**config.mk**
```make
export PLATFORM = sky130hd
export DESIGN_NAME = fifo_traffic_gen
export DESIGN_NICKNAME = d
export VERILOG_FILES = /design/src/rtl/fifo_tg_pkg.sv /design/src/rtl/fifo_tg_lfsr16.sv /design/src/rtl/fifo_traffic_gen.sv
export SDC_FILE = /design/constraint.sdc
export NUM_CORES = 1
export LEC_CHECK = 0
export BUFFER_PORTS_ARGS = -buffer_cell sky130_fd_sc_hd__buf_2
export CAP_MARGIN = 20
export CORE_MARGIN = 2
export CORE_UTILIZATION = 55
export CTS_CLUSTER_DIAMETER = 40
export DETAILED_ROUTE_END_ITERATION = 12
export GPL_ROUTABILITY_DRIVEN = 0
export PLACE_DENSITY = 0.8
export SLEW_MARGIN = 20
export SYNTH_ARGS = -nofsm -noshare
export SYNTH_HDL_FRONTEND = slang
export SYNTH_SLANG_ARGS = --single-unit
```
**constraint.sdc**
```tcl
create_clock -name CLK -period 5.8 [get_ports CLK]
set_input_delay 0.58 -clock CLK [delete_from_list [all_inputs] [get_ports CLK]]
set_output_delay 0.58 -clock CLK [all_outputs]
set_load 0.005 [all_outputs]
```
**src/rtl/fifo_tg_pkg.sv**
```systemverilog
// fifo_tg_pkg: mode/state encodings and LFSR taps shared by the FIFO traffic generator.
package fifo_tg_pkg;
    typedef enum logic [1:0] {MODE_BURST = 2'd0, MODE_INTERLEAVE = 2'd1, MODE_RANDOM = 2'd2} mode_t;
    typedef enum logic [2:0] {IDLE, RUN_W, RUN_R, RUN_MIX, DONE} state_t;
    localparam logic [15:0] LFSR_TAPS = 16'hB400;
endpackage

```
**src/rtl/fifo_tg_lfsr16.sv**
```systemverilog
// fifo_tg_lfsr16: 16-bit Fibonacci LFSR (x^16+x^14+x^13+x^11) that steps while en_i is high.
module fifo_tg_lfsr16
    import fifo_tg_pkg::*;
#(
    parameter logic [15:0] SEED = 16'hACE1
) (
    input  logic CLK,
    input  logic RESET,
    input  logic en_i,
    output logic bit_o
);
    logic [15:0] lfsr_q, lfsr_d;

    assign lfsr_d = en_i ? {lfsr_q[14:0], ^(lfsr_q & LFSR_TAPS)} : lfsr_q;
    assign bit_o  = lfsr_q[0];

    always_ff @(posedge CLK or posedge RESET)
        if (RESET) lfsr_q <= SEED;
        else lfsr_q <= lfsr_d;
endmodule

```
**src/rtl/fifo_traffic_gen.sv**
```systemverilog
// fifo_traffic_gen: burst / interleaved / pseudo-random write+read traffic for a FIFO under test.
// Define FIFO_TRAFFIC_CHECK_EN to add read-back checking (err_cnt, mismatch).
module fifo_traffic_gen
    import fifo_tg_pkg::*;
#(
    parameter int                DATA_W     = 32,
    parameter int                CNT_W      = 8,
    parameter logic [DATA_W-1:0] DATA_START = DATA_W'(1),
    parameter logic [15:0]       LFSR_SEED  = 16'hACE1
) (
    input  logic              CLK,
    input  logic              RESET,
    input  logic              start,
    input  logic [1:0]        mode,
    input  logic [CNT_W-1:0]  burst_len,
    input  logic              full,
    input  logic              empty,
    input  logic [DATA_W-1:0] rd_data,
    output logic [DATA_W-1:0] data_out,
    output logic              write,
    output logic              read,
    output logic              busy,
    output logic              done
`ifdef FIFO_TRAFFIC_CHECK_EN
    ,
    output logic [CNT_W-1:0]  err_cnt,
    output logic              mismatch
`endif
);
    state_t            state_q, state_d;
    logic [CNT_W-1:0]  len_q, len_d, wr_cnt_q, wr_cnt_d, rd_cnt_q, rd_cnt_d;
    logic [DATA_W-1:0] data_q, data_d;
    logic              rnd_q, rnd_d, slot_q, slot_d;
    logic              write_q, write_d, read_q, read_d, busy_q, busy_d, done_q, done_d;
    logic              lfsr_bit, wr_left, rd_left, pick_w, accept;

    fifo_tg_lfsr16 #(.SEED(LFSR_SEED)) u_lfsr (
        .CLK   (CLK),
        .RESET (RESET),
        .en_i  (state_q == RUN_MIX),
        .bit_o (lfsr_bit)
    );

    assign accept  = state_q == IDLE && start;
    assign wr_left = wr_cnt_q != len_q;
    assign rd_left = rd_cnt_q != len_q;
    // Random mode falls back to the other side once its chosen side is exhausted.
    assign pick_w  = rnd_q ? (lfsr_bit ? wr_left : !rd_left) : !slot_q;

    always_comb begin
        state_d = state_q;
        len_d   = len_q;
        rnd_d   = rnd_q;
        slot_d  = slot_q;
        data_d  = write_q ? data_q + 1'b1 : data_q;
        write_d = 1'b0;
        read_d  = 1'b0;
        case (state_q)
            IDLE: if (start) begin
                len_d   = burst_len;
                rnd_d   = mode == MODE_RANDOM;
                slot_d  = 1'b0;
                data_d  = DATA_START;
                state_d = burst_len == '0 ? DONE
                        : (mode == MODE_INTERLEAVE || mode == MODE_RANDOM) ? RUN_MIX : RUN_W;
            end
            // A full FIFO hands over to the read phase to drain; writing resumes once it is empty.
            RUN_W: if (!wr_left || full) state_d = RUN_R;
                   else write_d = 1'b1;
            RUN_R: if (!rd_left) state_d = DONE;
                   else if (!empty) read_d = 1'b1;
                   else if (wr_left) state_d = RUN_W;
            RUN_MIX: if (!wr_left && !rd_left) state_d = DONE;
                     else begin
                         slot_d  = !slot_q;
                         write_d = pick_w && wr_left && !full;
                         read_d  = !pick_w && rd_left && !empty;
                     end
            default: state_d = IDLE;
        endcase
        wr_cnt_d = accept ? '0 : wr_cnt_q + CNT_W'(write_d);
        rd_cnt_d = accept ? '0 : rd_cnt_q + CNT_W'(read_d);
        busy_d   = state_d inside {RUN_W, RUN_R, RUN_MIX};
        done_d   = state_d == DONE && state_q != DONE;
    end

    always_ff @(posedge CLK or posedge RESET)
        if (RESET) begin
            state_q  <= IDLE;
            len_q    <= '0;
            wr_cnt_q <= '0;
            rd_cnt_q <= '0;
            data_q   <= '0;
            rnd_q    <= 1'b0;
            slot_q   <= 1'b0;
            write_q  <= 1'b0;
            read_q   <= 1'b0;
            busy_q   <= 1'b0;
            done_q   <= 1'b0;
        end else begin
            state_q  <= state_d;
            len_q    <= len_d;
            wr_cnt_q <= wr_cnt_d;
            rd_cnt_q <= rd_cnt_d;
            data_q   <= data_d;
            rnd_q    <= rnd_d;
            slot_q   <= slot_d;
            write_q  <= write_d;
            read_q   <= read_d;
            busy_q   <= busy_d;
            done_q   <= done_d;
        end

    assign data_out = data_q;
    assign write    = write_q;
    assign read     = read_q;
    assign busy     = busy_q;
    assign done     = done_q;

`ifdef FIFO_TRAFFIC_CHECK_EN
    logic              chk_q, mis_q, bad;
    logic [DATA_W-1:0] exp_q;
    logic [CNT_W-1:0]  err_q;

    // rd_data is valid the cycle after a read strobe, so compare one cycle behind read_q.
    assign bad = chk_q && rd_data != exp_q;

    always_ff @(posedge CLK or posedge RESET)
        if (RESET) begin
            chk_q <= 1'b0;
            mis_q <= 1'b0;
            exp_q <= DATA_START;
            err_q <= '0;
        end else begin
            chk_q <= read_q;
            mis_q <= bad;
            if (accept) begin
                exp_q <= DATA_START;
                err_q <= '0;
            end else begin
                if (chk_q) exp_q <= exp_q + 1'b1;
                if (bad && !(&err_q)) err_q <= err_q + 1'b1;
            end
        end

    assign err_cnt  = err_q;
    assign mismatch = mis_q;
`else
    logic unused_rd;
    assign unused_rd = ^rd_data;
`endif
endmodule

```
=== Word level (Yosys, flattened, before mapping) ===
Index checks and enable logic that the tools add are counted.
W data, S select, Z words.

* Register bits: 81
* Output and inout port bits: 36
* Input port bits: 47
* Logic and storage cells: 77

* Multiplexer cells: 26
* Add/sub/neg operators: 3
* Eq/ne operators: 14
* Reductions and logical operators: 22

{| class="wikitable"
|+ Operators by type and width
! operator !! count
|-
| $mux W32 || 3
|-
| $add A32 B1 Y32 const B || 1
|-
| $mux W3 || 7
|-
| $add A8 B1 Y8 || 2
|-
| $mux W8 || 2
|-
| $ne A8 B8 Y1 || 2
|-
| $reduce_xor A16 Y1 || 1
|-
| $eq A3 B2 Y1 const B || 4
|-
| $pmux W3 S4 || 1
|-
| $mux W1 || 9
|-
| $logic_not A8 Y1 || 1
|-
| $logic_and A1 B1 Y1 || 7
|-
| $eq A3 B1 Y1 const B || 2
|-
| $logic_not A1 Y1 || 6
|-
| $pmux W1 S2 || 3
|-
| $ne A2 B2 Y1 const B || 2
|-
| $eq A3 B3 Y1 const B || 1
|-
| $logic_not A3 Y1 || 1
|-
| $ne A3 B3 Y1 const B || 1
|-
| $reduce_and A3 Y1 || 1
|-
| $reduce_bool A3 Y1 || 1
|-
| $eq A2 B1 Y1 const B || 1
|-
| $eq A2 B2 Y1 const B || 1
|-
| $logic_or A1 B1 Y1 || 2
|-
| other kinds (3) || 3
|}

=== Depth between registers and ports, before layout ===
* Depth after elaboration: 11
* Depth in mapped cells: 11

=== Modules after synthesis ===
Synthesis repeated with hierarchy kept, for this count alone.

* Cell total of the unflattened synthesis: 381
* Area total of the unflattened synthesis: 4082.7 um^2

{| class="wikitable"
|+ By module, submodules not included
! module !! area an instance (um^2) !! times used !! cells an instance !! seq. area each (um^2)
|-
| fifo_traffic_gen || 3403.3 || 1 || 342 || 1626.6
|-
| fifo_tg_lfsr16 || 679.4 || 1 || 39 || 410.4
|}

=== Least setup slack after synthesis ===
OpenSTA, ideal clock, no wires.

* Path type: reg2reg
* Start: register len_q[3]
* End: register wr_cnt_q[6]
* Clock period less this slack: 2.591 ns
* Stages on the path, launching flop included: 12
* Required time: 5.679 ns
* Arrival time: 2.469 ns
* Buffers on the path: 0
* Slack: 3.209 ns
* Library setup time: 0.121 ns
* Cell sequence: dfrtp_1 > xor2_1 > nor4_1 > and2_1 > o21ai_1 > a2111oi_2 > ha_1 > ha_1 > and3_1 > nand3_1 > xor2_1 > nor2_1

* Word-level cells in the longest chain between the ends: 10
* Elaborated cells between the ends (all ways): 15
* Classes of those cells: 1 x add/sub; 2 x eq/ne; 6 x mux; 6 x reduce/logical

{| class="wikitable"
|+ Ends and longest elaborated chain
! what !! line !! source
|-
| start, declared || fifo_traffic_gen.sv:31 || <nowiki>logic [CNT_W-1:0] len_q, len_d, wr_cnt_q, wr_cnt_d, rd_cnt_q, rd_cnt_d;</nowiki>
|-
| start signal, assigned || fifo_traffic_gen.sv:102 || <nowiki>len_q <= len_d;</nowiki>
|-
| $ne A8 B8 Y1 || fifo_traffic_gen.sv:46 || <nowiki>assign rd_left = rd_cnt_q != len_q;</nowiki>
|-
| $logic_not A1 Y1 || fifo_traffic_gen.sv:48, fifo_traffic_gen.sv:73 ||
|-
| $mux W1 (2 in series) || fifo_traffic_gen.sv:48 || <nowiki>assign pick_w = rnd_q ? (lfsr_bit ? wr_left : !rd_left) : !slot_q;</nowiki>
|-
| $logic_and A1 B1 Y1 (2 in series) || fifo_traffic_gen.sv:76 || <nowiki>write_d = pick_w && wr_left && !full;</nowiki>
|-
| $mux W1 || fifo_traffic_gen.sv:73 || <nowiki>RUN_MIX: if (!wr_left && !rd_left) state_d = DONE;</nowiki>
|-
| $pmux W1 S2 (*) || fifo_traffic_gen.sv:58 || <nowiki>case (state_q)</nowiki>
|-
| via write_d || fifo_traffic_gen.sv:34 || <nowiki>logic write_q, write_d, read_q, read_d, busy_q, busy_d, done_q, done_d;</nowiki>
|-
| $add A8 B1 Y8 (*) || fifo_traffic_gen.sv:81 || <nowiki>wr_cnt_d = accept ? '0 : wr_cnt_q + CNT_W'(write_d);</nowiki>
|-
| $mux W8 (*) || fifo_traffic_gen.sv:81 ||
|-
| via wr_cnt_d[6] || fifo_traffic_gen.sv:31 ||
|-
| end signal, assigned || fifo_traffic_gen.sv:103 || <nowiki>wr_cnt_q <= wr_cnt_d;</nowiki>
|-
| end, declared || fifo_traffic_gen.sv:31 ||
|}

Mark *: on every way through the listed nets, which the timed path passes. The rest lies on a longest branch.
A chain may end at the register's enable or synchronous reset.

=== Worst setup path in the final report ===
* Start: register len_q[7]
* End: register wr_cnt_q[6]

The elaborated chain is that of the path after synthesis.

==> impl_results.md <==
* Die height at 88.7 µm
* Die footprint at 7880 µm²
* Finished Layout Cells at 501
* Critical Path Start Type: flop
* Slew HR at 55.4%
* I/O Pins at 83
* ANT cells at 0
* Critical path type: reg -> reg
* Crit path DAT at 3.36 ns
* Routed Wire Length at 7230 µm
* Most used DFF post-synth: dfrtp_1
* Hold_ws at 0.337 ns
* Setup-failing EPs final at 0
* Post-CTS Setup Bufs at 0
* CTS buffer count at 9
* Placed inst area at 4280 µm²
* DRT Pass-1 Iters at 4
* Largest stage delay, worst path at 0.53 ns
* Cells after DPL at 484
* DRC viols at 0
* CTS max path bufs at 2
* Pin count of the biggest net entering global routing at 82
* CTS resizes at 0
* Syn Inst Count at 346
* Final instance area at 4490 µm²
* Final worst setup slack at 2.65 ns
* Data required, critical path at 6.01 ns
* Clk slew on worst S/H paths at 0.08 ns
* Mean post-synth cell area at 11.4 µm²
* DR vias at 2729
* Number of flops mapped to enable cells by yosys at 0
* HPWL Detailed at 4930 µm
* Mapped Area at 3950 µm²
* Critical-path cell list: xor2_1 > nor4_1 > and2_1 > o21ai_1 > a2111oi_2 > ha_1 > ha_1 > and3_1 > nand3_1 > xor2_1 > nor2_1
* Synth top area share at 46.2%
* Post-layout power at 1.51 mW
* TritonCTS clock tree: done
* Hold Buf Count CTS at 0
* Vias in the first global route at 2737
* Htree depth at 3
* Iteration-0 DRC Markers at 109
* Clock sinks at 81
* CP endpoint kind: flop
* ANT nets after route at 0
* Sequential element share of the synthesized area at 51.6%
* Nets@finish at 453
* Largest area contributor in the netlist: dfrtp_1
* Via/cell ratio at 5.45
* Setup_tns at 0 ns
* Leakage at 2.05 nW
* Layout cell share with drive strength beyond 1 at 29.1%
* Worst-Skew Late Latency at 0.35 ns
* Flops & latches, synth at 81
* PwrDens at 336 nW/µm²
* Crit share post-route at 54.2%
* Mapped Nets at 399
* Final Util at 65.4%
* WL/cell at 14.4 µm
* Synth warn at 0
* Rows at 30
* First-pass GRT wire length at 12600 µm
* Total track usage at 20.6%
* Max-slew violation count at 0
* Synth async-reset ratio at 100%
* Initial antenna violation count at 0
* IO buf count at 50
* Root Buffer Master: clkbuf_8
* # Max-Cap Violations at 0
* Die Wd at 88.7 µm
* Top post-synthesis cells by area: dfrtp_1 (46%), xor2_1 (7.8%), mux2_2 (7.1%), dfstp_2 (5.3%), xnor2_1 (5.3%)
* Pre-CTS setup slack at 2.67 ns
* Crit path max-delay cell type: a2111oi_2
* GRT overflow at 0
* Run status: finished clean
* Unrepaired setup endpoints after global routing: false
* Peak supply drop at 0.219 mV
* Synthesis-to-layout area growth at 13.7%
* Tmin final at 3.15 ns
* Max frequency at 318 MHz
* Distinct cells, synth at 50
* Initial core utilization at 57.5%
* Slew @ Worst Pin at 0.668 ns
* Worst min path class: in -> async
* CP Max Fanout at 4
* Clk_skew at 0.00930 ns
* Core area at 6870 µm²
* Final hold violations at 0
state kept, by name (all words and copies together) (netlist names):
register,count
rd_cnt_q,8
len_q,8
done,1
u_lfsr.lfsr_q,16
rnd_q,1
slot_q,1
write,1
wr_cnt_q,8
read,1
state_q,3
data_out,32
busy,1
cell families after synthesis:
group / synth area share (%)
compound gates: 3.42
xor+xnor: 13.1
fa+ha+maj: 1.90
buf+inv: 1.84
flops: 51.6
mux: 8.30
simple gates: 19.9
worst max-delay path: cells and delay by family, from the launching register on:
| family | cells | cell delay, ns |
|---|---|---|
| xor gates and xnor gates | 2 | 0.32 |
| and+or+nand+nor | 5 | 1.12 |
| DFF | 1 | 0.42 |
| AOI/OAI and AO/OA | 2 | 0.67 |
| adders and majority gates | 2 | 0.48 |
per-layer routing:
metal,share of wire (%),routed length (µm),vias to the layer above,GRT usage [%]
li1,-,-,1296,-
met1,44,3170,1352,26.2
met2,51,3680,67,34.9
met3,3.8,276,14,3.64
met4,1.4,104,0,7.99
met5,0,0,-,0
power breakdown:
group	internal [mW]	switching, mW
clock network	0.199	0.197
registers	0.659	0.127
logic	0.166	0.161
total	1.02	0.485
placed cells by master, fill, tap and decap left out, types with 3 or more instances in the layout:
master	count
clkbuf_8	9
nand2_1	16
nor4_1	3
xor2_1	35
nor2_1	49
nand3_1	17
inv_1	4
dfstp_2	8
nand2b_1	5
a31oi_1	4
ha_1	6
and3_1	8
nand4_1	9
nor2b_1	7
mux2_2	25
dfrtp_1	73
xnor2_1	24
buf_2	50
path summary, 6_finish.rpt:
path | cells after the start | startpoint | end | slack [ns]
worst max-delay path | 11 | len_q[7] | wr_cnt_q[6] | 2.65
worst min-delay path | 3 | RESET | data_out[22] | 0.34
worst max register to register | 11 | len_q[7] | wr_cnt_q[6] | 2.65
worst min register to register | 1 | slot_q | slot_q | 0.49
max in group asynchronous | 4 | RESET | u_lfsr.lfsr_q[10] | 4.82
min in group CLK | 2 | full | write | 0.46
layout make-up:
class | count | area (µm²)
clock buffers | 11 | 131
clock inverters | 5 | 56.3
fillers | 546 | 2380
inverters | 5 | 18.8
multi-input cells | 250 | 1840
flip-flops and latches | 81 | 2040
well taps | 96 | 120
repair buffers | 53 | 285
Yosys cell counts (all sizes together) (2+ instances only):
library cell,number
dfrtp,73
nor2,51
xor2,35
mux2,27
xnor2,24
nand3,18
nand2,17
nand4,12
and3,8
buf,8
dfstp,8
nor2b,7
ha,6
inv,5
nand2b,5
nor4,5
a31oi,4
and4,4
o21ai,4
nor3,3
a32o,2
and2,2
clkbuf,2
mux2i,2
or4,2
Power figures use the tool's default switching activity.
